<file path="src/rtl/aes_pkg.sv">
// Shared AES-128 definitions: FSM state encoding, block/key widths and GF(2^8) helpers.
package aes_pkg;

  localparam int NR      = 10;
  localparam int BLOCK_W = 128;
  localparam int KEYS_W  = 1408;

  typedef enum logic [1:0] {
    IDLE,
    ROUND,
    DONE
  } aes_state_e;

  // Multiply by x in GF(2^8), reducing by 0x11b.
  function automatic logic [7:0] xtime(input logic [7:0] b);
    return {b[6:0], 1'b0} ^ (b[7] ? 8'h1b : 8'h00);
  endfunction

endpackage

</file>
<file path="src/rtl/aes_round.sv">
// One combinational AES round: SubBytes, ShiftRows, optional MixColumns, AddRoundKey.
module aes_round
  import aes_pkg::*;
(
  input  logic [BLOCK_W-1:0] state_in,
  input  logic [BLOCK_W-1:0] round_key,
  input  logic               final_round,
  output logic [BLOCK_W-1:0] state_out
);

  // Byte i = 4*col + row, byte 0 is the most significant byte of the block.
  logic [7:0] sb [16];
  logic [7:0] sr [16];
  logic [7:0] mc [16];

  for (genvar i = 0; i < 16; i++) begin : g_sub
    sbox u_sbox (
      .in_byte  (state_in[BLOCK_W-1-8*i -: 8]),
      .out_byte (sb[i])
    );
  end

  for (genvar c = 0; c < 4; c++) begin : g_col
    for (genvar r = 0; r < 4; r++) begin : g_row
      assign sr[4*c+r] = sb[4*((c+r)%4)+r];
    end
    assign mc[4*c+0] = xtime(sr[4*c]) ^ xtime(sr[4*c+1]) ^ sr[4*c+1] ^ sr[4*c+2] ^ sr[4*c+3];
    assign mc[4*c+1] = sr[4*c] ^ xtime(sr[4*c+1]) ^ xtime(sr[4*c+2]) ^ sr[4*c+2] ^ sr[4*c+3];
    assign mc[4*c+2] = sr[4*c] ^ sr[4*c+1] ^ xtime(sr[4*c+2]) ^ xtime(sr[4*c+3]) ^ sr[4*c+3];
    assign mc[4*c+3] = xtime(sr[4*c]) ^ sr[4*c] ^ sr[4*c+1] ^ sr[4*c+2] ^ xtime(sr[4*c+3]);
  end

  for (genvar i = 0; i < 16; i++) begin : g_ark
    assign state_out[BLOCK_W-1-8*i -: 8] =
      (final_round ? sr[i] : mc[i]) ^ round_key[BLOCK_W-1-8*i -: 8];
  end

endmodule

</file>
<file path="src/rtl/sbox.sv">
// AES forward S-box as a constant lookup table (byte 0x00 entry in the top byte).
module sbox (
  input  logic [7:0] in_byte,
  output logic [7:0] out_byte
);

  localparam logic [2047:0] SBOX_TABLE = {
    128'h637c777bf26b6fc53001672bfed7ab76, 128'hca82c97dfa5947f0add4a2af9ca472c0,
    128'hb7fd9326363ff7cc34a5e5f171d83115, 128'h04c723c31896059a071280e2eb27b275,
    128'h09832c1a1b6e5aa0523bd6b329e32f84, 128'h53d100ed20fcb15b6acbbe394a4c58cf,
    128'hd0efaafb434d338545f9027f503c9fa8, 128'h51a3408f929d38f5bcb6da2110fff3d2,
    128'hcd0c13ec5f974417c4a77e3d645d1973, 128'h60814fdc222a908846eeb814de5e0bdb,
    128'he0323a0a4906245cc2d3ac629195e479, 128'he7c8376d8dd54ea96c56f4ea657aae08,
    128'hba78252e1ca6b4c6e8dd741f4bbd8b8a, 128'h703eb5664803f60e613557b986c11d9e,
    128'he1f8981169d98e949b1e87e9ce5528df, 128'h8ca1890dbfe6426841992d0fb054bb16
  };

  // Entry n sits at bit offset (255-n)*8; ~in_byte gives 255-n directly.
  assign out_byte = SBOX_TABLE[{~in_byte, 3'b000} +: 8];

endmodule

</file>
<file path="src/rtl/aes_encrypt_iter.sv">
// Iterative AES-128 encryption core: one round per clock, valid/ready in and out.
module aes_encrypt_iter
  import aes_pkg::*;
(
  input  logic               clk,
  input  logic               rst,
  input  logic [KEYS_W-1:0]  key_array,
  input  logic               in_valid,
  output logic               in_ready,
  input  logic [BLOCK_W-1:0] plaintext,
  output logic               out_valid,
  input  logic               out_ready,
  output logic [BLOCK_W-1:0] ciphertext,
  output logic               busy
);

  aes_state_e         fsm, fsm_next;
  logic [BLOCK_W-1:0] state_reg, state_next;
  logic [3:0]         round_cnt, round_cnt_next;
  logic [BLOCK_W-1:0] rk_tab [NR+1];
  logic [BLOCK_W-1:0] round_key;
  logic [BLOCK_W-1:0] round_out;
  logic               final_round;

  for (genvar g = 0; g <= NR; g++) begin : g_rk
    assign rk_tab[g] = key_array[BLOCK_W*g +: BLOCK_W];
  end

  assign round_key   = (round_cnt <= 4'(NR)) ? rk_tab[round_cnt] : '0;
  assign final_round = (round_cnt == 4'(NR));

  aes_round u_round (
    .state_in    (state_reg),
    .round_key   (round_key),
    .final_round (final_round),
    .state_out   (round_out)
  );

  always_ff @(posedge clk) begin
    if (rst) begin
      fsm       <= IDLE;
      state_reg <= '0;
      round_cnt <= '0;
    end else begin
      fsm       <= fsm_next;
      state_reg <= state_next;
      round_cnt <= round_cnt_next;
    end
  end

  always_comb begin
    fsm_next       = fsm;
    state_next     = state_reg;
    round_cnt_next = round_cnt;
    case (fsm)
      IDLE: begin
        if (in_valid && in_ready) begin
          fsm_next       = ROUND;
          state_next     = plaintext ^ rk_tab[0];
          round_cnt_next = 4'd1;
        end
      end
      ROUND: begin
        if (round_cnt > 4'(NR)) begin
          fsm_next = IDLE;
        end else begin
          state_next     = round_out;
          round_cnt_next = round_cnt + 4'd1;
          if (final_round) begin
            fsm_next = DONE;
          end
        end
      end
      DONE: begin
        if (out_ready) begin
          fsm_next = IDLE;
        end
      end
      default: fsm_next = IDLE;
    endcase
  end

  assign in_ready   = (fsm == IDLE) && !rst;
  assign out_valid  = (fsm == DONE);
  assign busy       = (fsm == ROUND);
  assign ciphertext = state_reg;

endmodule
</file>
<file path="config.mk">
export PLATFORM = sky130hd
export DESIGN_NAME = aes_encrypt_iter
export DESIGN_NICKNAME = d
export VERILOG_FILES = /design/src/rtl/aes_pkg.sv /design/src/rtl/aes_round.sv /design/src/rtl/sbox.sv /design/src/rtl/aes_encrypt_iter.sv
export SDC_FILE = /design/constraint.sdc
export NUM_CORES = 2
export LEC_CHECK = 0
export CAP_MARGIN = 10
export CORE_AREA = 2 2 659 661
export CTS_CLUSTER_SIZE = 24
export DETAILED_ROUTE_END_ITERATION = 7
export DIE_AREA = 0 0 661 663
export GPL_TIMING_DRIVEN = 0
export PLACE_DENSITY = 0.39
export SKIP_CTS_REPAIR_TIMING = 1
export SLEW_MARGIN = 10
export SYNTH_ARGS = -nofsm -noshare
export SYNTH_HDL_FRONTEND = slang
export SYNTH_SLANG_ARGS = --single-unit
export TNS_END_PERCENT = 1
</file>
<file path="constraint.sdc">
create_clock -name clk -period 7.6 [get_ports clk]
set_input_delay 1.52 -clock clk [delete_from_list [all_inputs] [get_ports clk]]
set_output_delay 1.52 -clock clk [all_outputs]
set_load 0.01 [all_outputs]
</file>
======== After elaboration in Yosys (flattened, before gate mapping) ========
Cells that the tools add are included.
cells by class
  bitwise operators ....................... 114
  shift-type cells ........................ 16
  equality and inequality tests ........... 7
  add/subtract/negate cells ............... 1
  multiply operators ...................... 0
  mux-type cells .......................... 47
  reduce and logical (&&, ||, !) cells .... 7
  div/mod/pow operators ................... 0
  magnitude comparators ................... 3
operators by type and width
  kind                                                                            number
  2048-bit by 12-bit indexed part select with 8-bit output, first input constant  16
  8-bit bitwise XOR                                                               96
  128-bit 2-to-1 mux                                                              5
  128-bit binary-select mux with 4-bit select                                     1
  128-bit case mux with 2 select lines                                            1
  8-bit 2-to-1 mux                                                                16
  8-bit NOT                                                                       16
  128-bit bitwise XOR                                                             1
  5-bit 2-to-1 mux                                                                16
  2-bit 2-to-1 mux                                                                4
  4-bit 2-to-1 mux                                                                2
  4-bit case mux with 2 select lines                                              1
  2-bit case mux with 3 select lines                                              1
  3-bit AND reduction                                                             2
  5-bit >= comparator, second input constant                                      1
  4-bit NOT with 5-bit output                                                     1
  4-bit by 1-bit adder with 4-bit output, second input constant                   1
  4-bit == test, second input constant                                            1
  4-bit > comparator, second input constant                                       1
  4-bit less-or-equal comparator, second input constant                           1
  2-bit inequality test, second input constant                                    2
  3-bit by 1-bit inequality test with 1-bit output, second input constant         1
  2-bit by 1-bit == test with 1-bit output, second input constant                 1
  2-bit == test, second input constant                                            1
  other kinds (5)                                                                 6
storage, ports and cells
  RAM bits ................................ 0
  memories ................................ 0
  latch bits .............................. 0
  ROM bits ................................ 0
  output and inout bits ................... 131
  bits in registers ....................... 134
  input bits .............................. 1,540
  word-level logic and storage cells ...... 198

======== Depth between registers and ports, before layout ========
  depth in word-level cells ............... 12
  mapped depth ............................ 20
  gate-level depth less buffers ........... 13

======== Hierarchy ========
A second synthesis with hierarchy kept.
unflattened totals
  cell total of the unflattened synthesis .. 11,905
  area, all modules ....................... 83,065.9 µm²
by module, submodules not included
  module            area each (µm²)  times used  cells an instance  seq. area each (µm²)
  sbox              3,533.4          16          550                0.0
  aes_encrypt_iter  18,849.3         1           2,382              2,682.6
  aes_round         7,682.4          1           723                0.0

======== Worst setup path before layout ========
OpenSTA, ideal clock, no wires.
  path type ............................... reg2reg
  start point ............................. reg round_cnt[0]
  end point ............................... reg state_reg[11], in the netlist ciphertext[11]
  stages on the path, launching flop included .. 21
  path slack .............................. 2.763 ns
  arrival ................................. 4.742 ns
  path buffers ............................ 11
  data required time ...................... 7.505 ns
  setup time .............................. 0.095 ns
  period minus slack after synthesis ...... 4.837 ns
  path through ............................ dfxtp_1 > buf_2 > buf_2 > buf_2 > clkbuf_1 > buf_2 > clkbuf_1 > clkbuf_1 > inv_1 > ha_1 > nor2b_1 > nand2b_1 > clkbuf_1 > clkbuf_1 > clkbuf_1 > clkbuf_1 > o22ai_1 > xnor2_1 > xnor2_1 > nand2_1 > a221oi_1
on the way
  word-level cells in the longest chain between the ends .. 8
  elaborated cells between the ends (all ways) .. 14
  classes of those cells .................. order compare: 2; eq/ne: 2; mux: 7; bitwise: 2; reduce/logical: 1
ends and longest elaborated chain
  element                                                line                    RTL
  from (decl)                                            aes_encrypt_iter.sv:19  logic [3:0] round_cnt, round_cnt_next;
  from (signal assigned)                                 aes_encrypt_iter.sv:47  round_cnt <= round_cnt_next;
  4-bit NOT with 5-bit output (not written as such)      aes_encrypt_iter.sv:29  assign round_key = (round_cnt <= 4'(NR)) ? rk_tab[round_cnt] : '0;
  128-bit binary-select mux with 4-bit select            aes_encrypt_iter.sv:29
  128-bit 2-to-1 mux (not written as such) (2 in a row)  aes_encrypt_iter.sv:29
  128-bit 2-to-1 mux                                     aes_encrypt_iter.sv:29
  8-bit bitwise XOR                                      aes_round.sv:35         (final_round ? sr[i] : mc[i]) ^ round_key[BLOCK_W-1-8*i -: 8];
  128-bit 2-to-1 mux                                     aes_encrypt_iter.sv:64  if (round_cnt > 4'(NR)) begin
  128-bit case mux with 2 select lines                   aes_encrypt_iter.sv:55  case (fsm)
  to (signal assigned)                                   aes_encrypt_iter.sv:46  state_reg <= state_next;
  to (decl)                                              aes_encrypt_iter.sv:18  logic [BLOCK_W-1:0] state_reg, state_next;
Several ways; a longest one is shown, not always the timed one. The select of a mux whose other input is x is not followed.
A chain may end at the register's enable or synchronous reset.

======== Worst setup path in the final report ========
  start point ............................. reg state_reg[8], in the netlist ciphertext[8]
  end point ............................... reg state_reg[89], in the netlist ciphertext[89]
on the way
  word-level cells in the longest chain between the ends .. 8
ends and longest elaborated chain
  element                                                   line                    RTL
  8-bit NOT                                                 sbox.sv:19              assign out_byte = SBOX_TABLE[{~in_byte, 3'b000} +: 8];
  2048-bit by 12-bit indexed part select with 8-bit output  sbox.sv:19
  8-bit bitwise XOR (2 in a row)                            aes_round.sv:27         assign mc[4*c+0] = xtime(sr[4*c]) ^ xtime(sr[4*c+1]) ^ sr[4*c+1] ^ sr[4*c+2] ^ sr[4*c+3];
  8-bit 2-to-1 mux                                          aes_round.sv:35
  8-bit bitwise XOR                                         aes_round.sv:35
  128-bit 2-to-1 mux                                        aes_encrypt_iter.sv:64
  128-bit case mux with 2 select lines                      aes_encrypt_iter.sv:55
No other way between the ends. The select of a mux whose other input is x is not followed.

==> results.md <==
* Routed vias at 124485
* Worst Hold End: round_cnt[1]
* Async S/R FF share, synth at 0%
* RD Place Congestion at 1.095
* HP Start: round_cnt[1]
* Pin count of the biggest net entering global routing at 17
* Final setup viols at 10
* Ratio of cells with drive above 1 in the final layout at 12.23%
* Register bit total from synthesis at 134
* Final Skew at 0.04674 ns
* CTS tree: built
* Met3 GRT Util at 18.43%
* Number of synthesis warnings at 0
* Leading register cell type out of synthesis: dfxtp_1
* PortBufs at 1670
* CP required at 8.10 ns
* Total Wirelength at 1073 mm
* Post-synthesis sequential area ratio at 3.342%
* Failing checks: DRC, capacitance limit, slew limit, setup timing
* Core area at 432100 sq um
* Initial Utilization at 18.58%
* RSZ-0062 raised after global routing: true
* Area leader, netlist: mux4_2
* Worst Path Max Fanout at 12
* Multi-input logic area at 71310 sq um
* Leak at 36.45 nW
* Final worst-path cycle share at 103.4%
* Die area at 438200 sq um
* Drt first pass iters at 8
* R2R cell count at 13
* Drt via density at 6.519
* Most frequent cell after synthesis: a21oi_1
* Reg2reg setup slack at -0.26 ns
* Clk Latency, worst-skew pair at 0.66 ns
* Area Growth Syn to Fin at 34.46%
* # nets final at 14860
* Layout fillers at 48772
* Synth area leaders: mux4_2 13%, xnor2_1 6.3%, a21oi_1 6.3%
* # IOs at 1671
* M2 GR Usage at 65.22%
* Slew at the pin closest to its max-slew limit at 1.542 ns
* Worst Slack Setup Final at -0.2554 ns
* Fin Hold WS at 0.7662 ns
* Worst vdd ir at 386.2 uV
* Critical Path AT at 8.35 ns
* Critical path launch point type: register
* Fin. Hold Viols at 0
* Slew Limit Fails at 33
* DR WL/cell at 56.17 um
* RR Endpoint: ciphertext[89]
* Status: finished, violations left
* Reg area at 2685 sq um
* Hold Crit Class: register to register
* Total Routing Usage GR at 46.70%
* Mapped cell area at 80260 sq um
* Number of max-cap violations at 5
* EDFF count, synth at 0
* HPWL Detailed at 885.0 mm
* H-tree depth at 4
* Final period demand of the worst path at 7.855 ns
* Placed instance area at 106200 sq um
* # rows at 242
* Pwr dens at 620.4 nW/um^2
* CP Capture Type: register
* Setup CP Type: register to register
* Initial antenna violation count at 329
* Setup_tns at -1.380 ns
* Vias in the first global route at 115876
* Design Power at 0.06695 W
* Cell variety after synth at 128
* Die height at 663 um
* Most frequent cells after synthesis: 1004 x a21oi_1, 835 x nand2_1, 821 x nor2_1
* Initial drt markers at 20858
* Syn_nets at 13072
* Cell count after synthesis at 11311
* CTS clk-pin slew, worst paths at 0.10 ns
* Max Root-Sink Buffers at 3
* Clock sinks at 134
* Syn Area/Cell at 7.096 sq um
* DRC Markers at 12
* CTS Buf Count at 25
* Hold Path Stages at 4
* CTS root buffer: clkbuf_16
* Relative slew slack at -2.782%
* Fin area at 107900 sq um
* Die span in x at 661 um
* GR Util met1 at 54.03%
* Share of the synthesized area in the top cell type at 13.16%
* First-pass GRT wire length at 1341 mm
* Critical R2R Launch: ciphertext[8]
* Grt ovf at 0
* F_max at 0.1273 GHz
* Busiest grt layer: met2
* Post-route ant nets at 0
==> cell families (layout without fill, tap and decap cells) <==
group | Yosys count | after routing | share of synthesized area, %
other cells | 0 | 257 | 0
fa+ha+maj | 229 | 229 | 3.545
simple gates | 3443 | 3443 | 21.09
buf+inv | 1582 | 3376 | 8.611
flops | 134 | 134 | 3.342
xor+xnor | 836 | 836 | 9.502
compound gates | 4220 | 4220 | 35.72
mux | 867 | 867 | 18.19
==> final cells by class <==
cell class / instances / share of cell area, %
Multi-Input combinational cell: 9595 / 66.08
Timing Repair Buffer: 1765 / 16.95
Tap cell: 5734 / 6.648
Buffer: 1394 / 5.894
Sequential cell: 134 / 2.488
Inverter: 184 / 0.6504
Clock buffer: 30 / 0.6342
Antenna cell: 257 / 0.5959
Clock inverter: 3 / 0.06029
==> metrics by stage <==
stage	setup slack (ns)	util (%)	cells
6_report	-0.2554	24.98	19096
5_1_grt	-0.02521	24.90	18970
4_1_cts	-4.169	24.76	18833
3_5_place_dp	-4.177	24.58	18800
3_3_place_gp	-6.160	24.10	18715
2_1_floorplan	2.763	-	11311
==> worst max path at each step <==
stage                   start        endpoint  slack, ns
6_report        ciphertext[8]  ciphertext[89]      -0.26
3_3_place_gp     round_cnt[0]  ciphertext[23]      -6.16
3_5_place_dp     round_cnt[0]  ciphertext[11]      -4.18
5_1_grt        ciphertext[97]  ciphertext[83]      -0.03
4_1_cts          round_cnt[0]  ciphertext[11]      -4.17
2_1_floorplan    round_cnt[0]  ciphertext[11]       2.76
==> worst max-delay path: stages (launching register included) <==
cell and delay (ns):
dfxtp_1 1.28, clkinvlp_4 0.91, ha_1 0.63, clkbuf_1 0.74, nand2_1 0.46, o21ai_0 0.17, o21ai_0 0.11, o211ai_1 0.39
nand3_1 0.27, a311oi_2 1.13, xor2_1 0.44, xnor3_1 0.53, a221oi_1 0.10, a211oi_1 0.54
==> sequential cells by signal (all words and copies together) (netlist names) <==
name,cells
fsm,2
round_cnt,4
ciphertext,128
==> layout by cell type (no fill, tap or decap), types with 74 or more instances in the layout <==
master and n:
nand2b_1 346, a31oi_1 206, inv_1 134, and2_1 75, mux2i_1 359, clkbuf_1 651
buf_1 105, a311oi_1 181, xor2_1 226, or2_2 82, clkdlybuf4s50_1 1668, a21oi_1 995
diode_2 257, o221ai_1 84, o21ai_0 749, nor2_1 819, dfxtp_1 132, nand2_1 835
ha_1 221, a221oi_1 103, o311ai_0 126, nor3_1 323, mux4_2 469, nand3_1 292
o2111ai_1 74, o211ai_1 281, nor2b_1 297, buf_4 104, a211oi_1 242, buf_2 474
o22ai_1 214, o31ai_1 103, xnor2_1 559
==> layer usage <==
metal / wire length, um / part of all wire (%)
met5: 833 / 0.078
met1: 389900 / 36
met3: 133400 / 12
met4: 123800 / 12
met2: 424600 / 40
==> power breakdown <==
group          leakage [nW]  internal (W)  total (W)  switching [W]
combinational          35.0        0.0206     0.0636         0.0431
sequential             1.11      0.000952    0.00199        0.00104
clock                 0.372      0.000700    0.00134       0.000636
total                  36.4        0.0222     0.0669         0.0447
(Power assumes the default switching activity.)
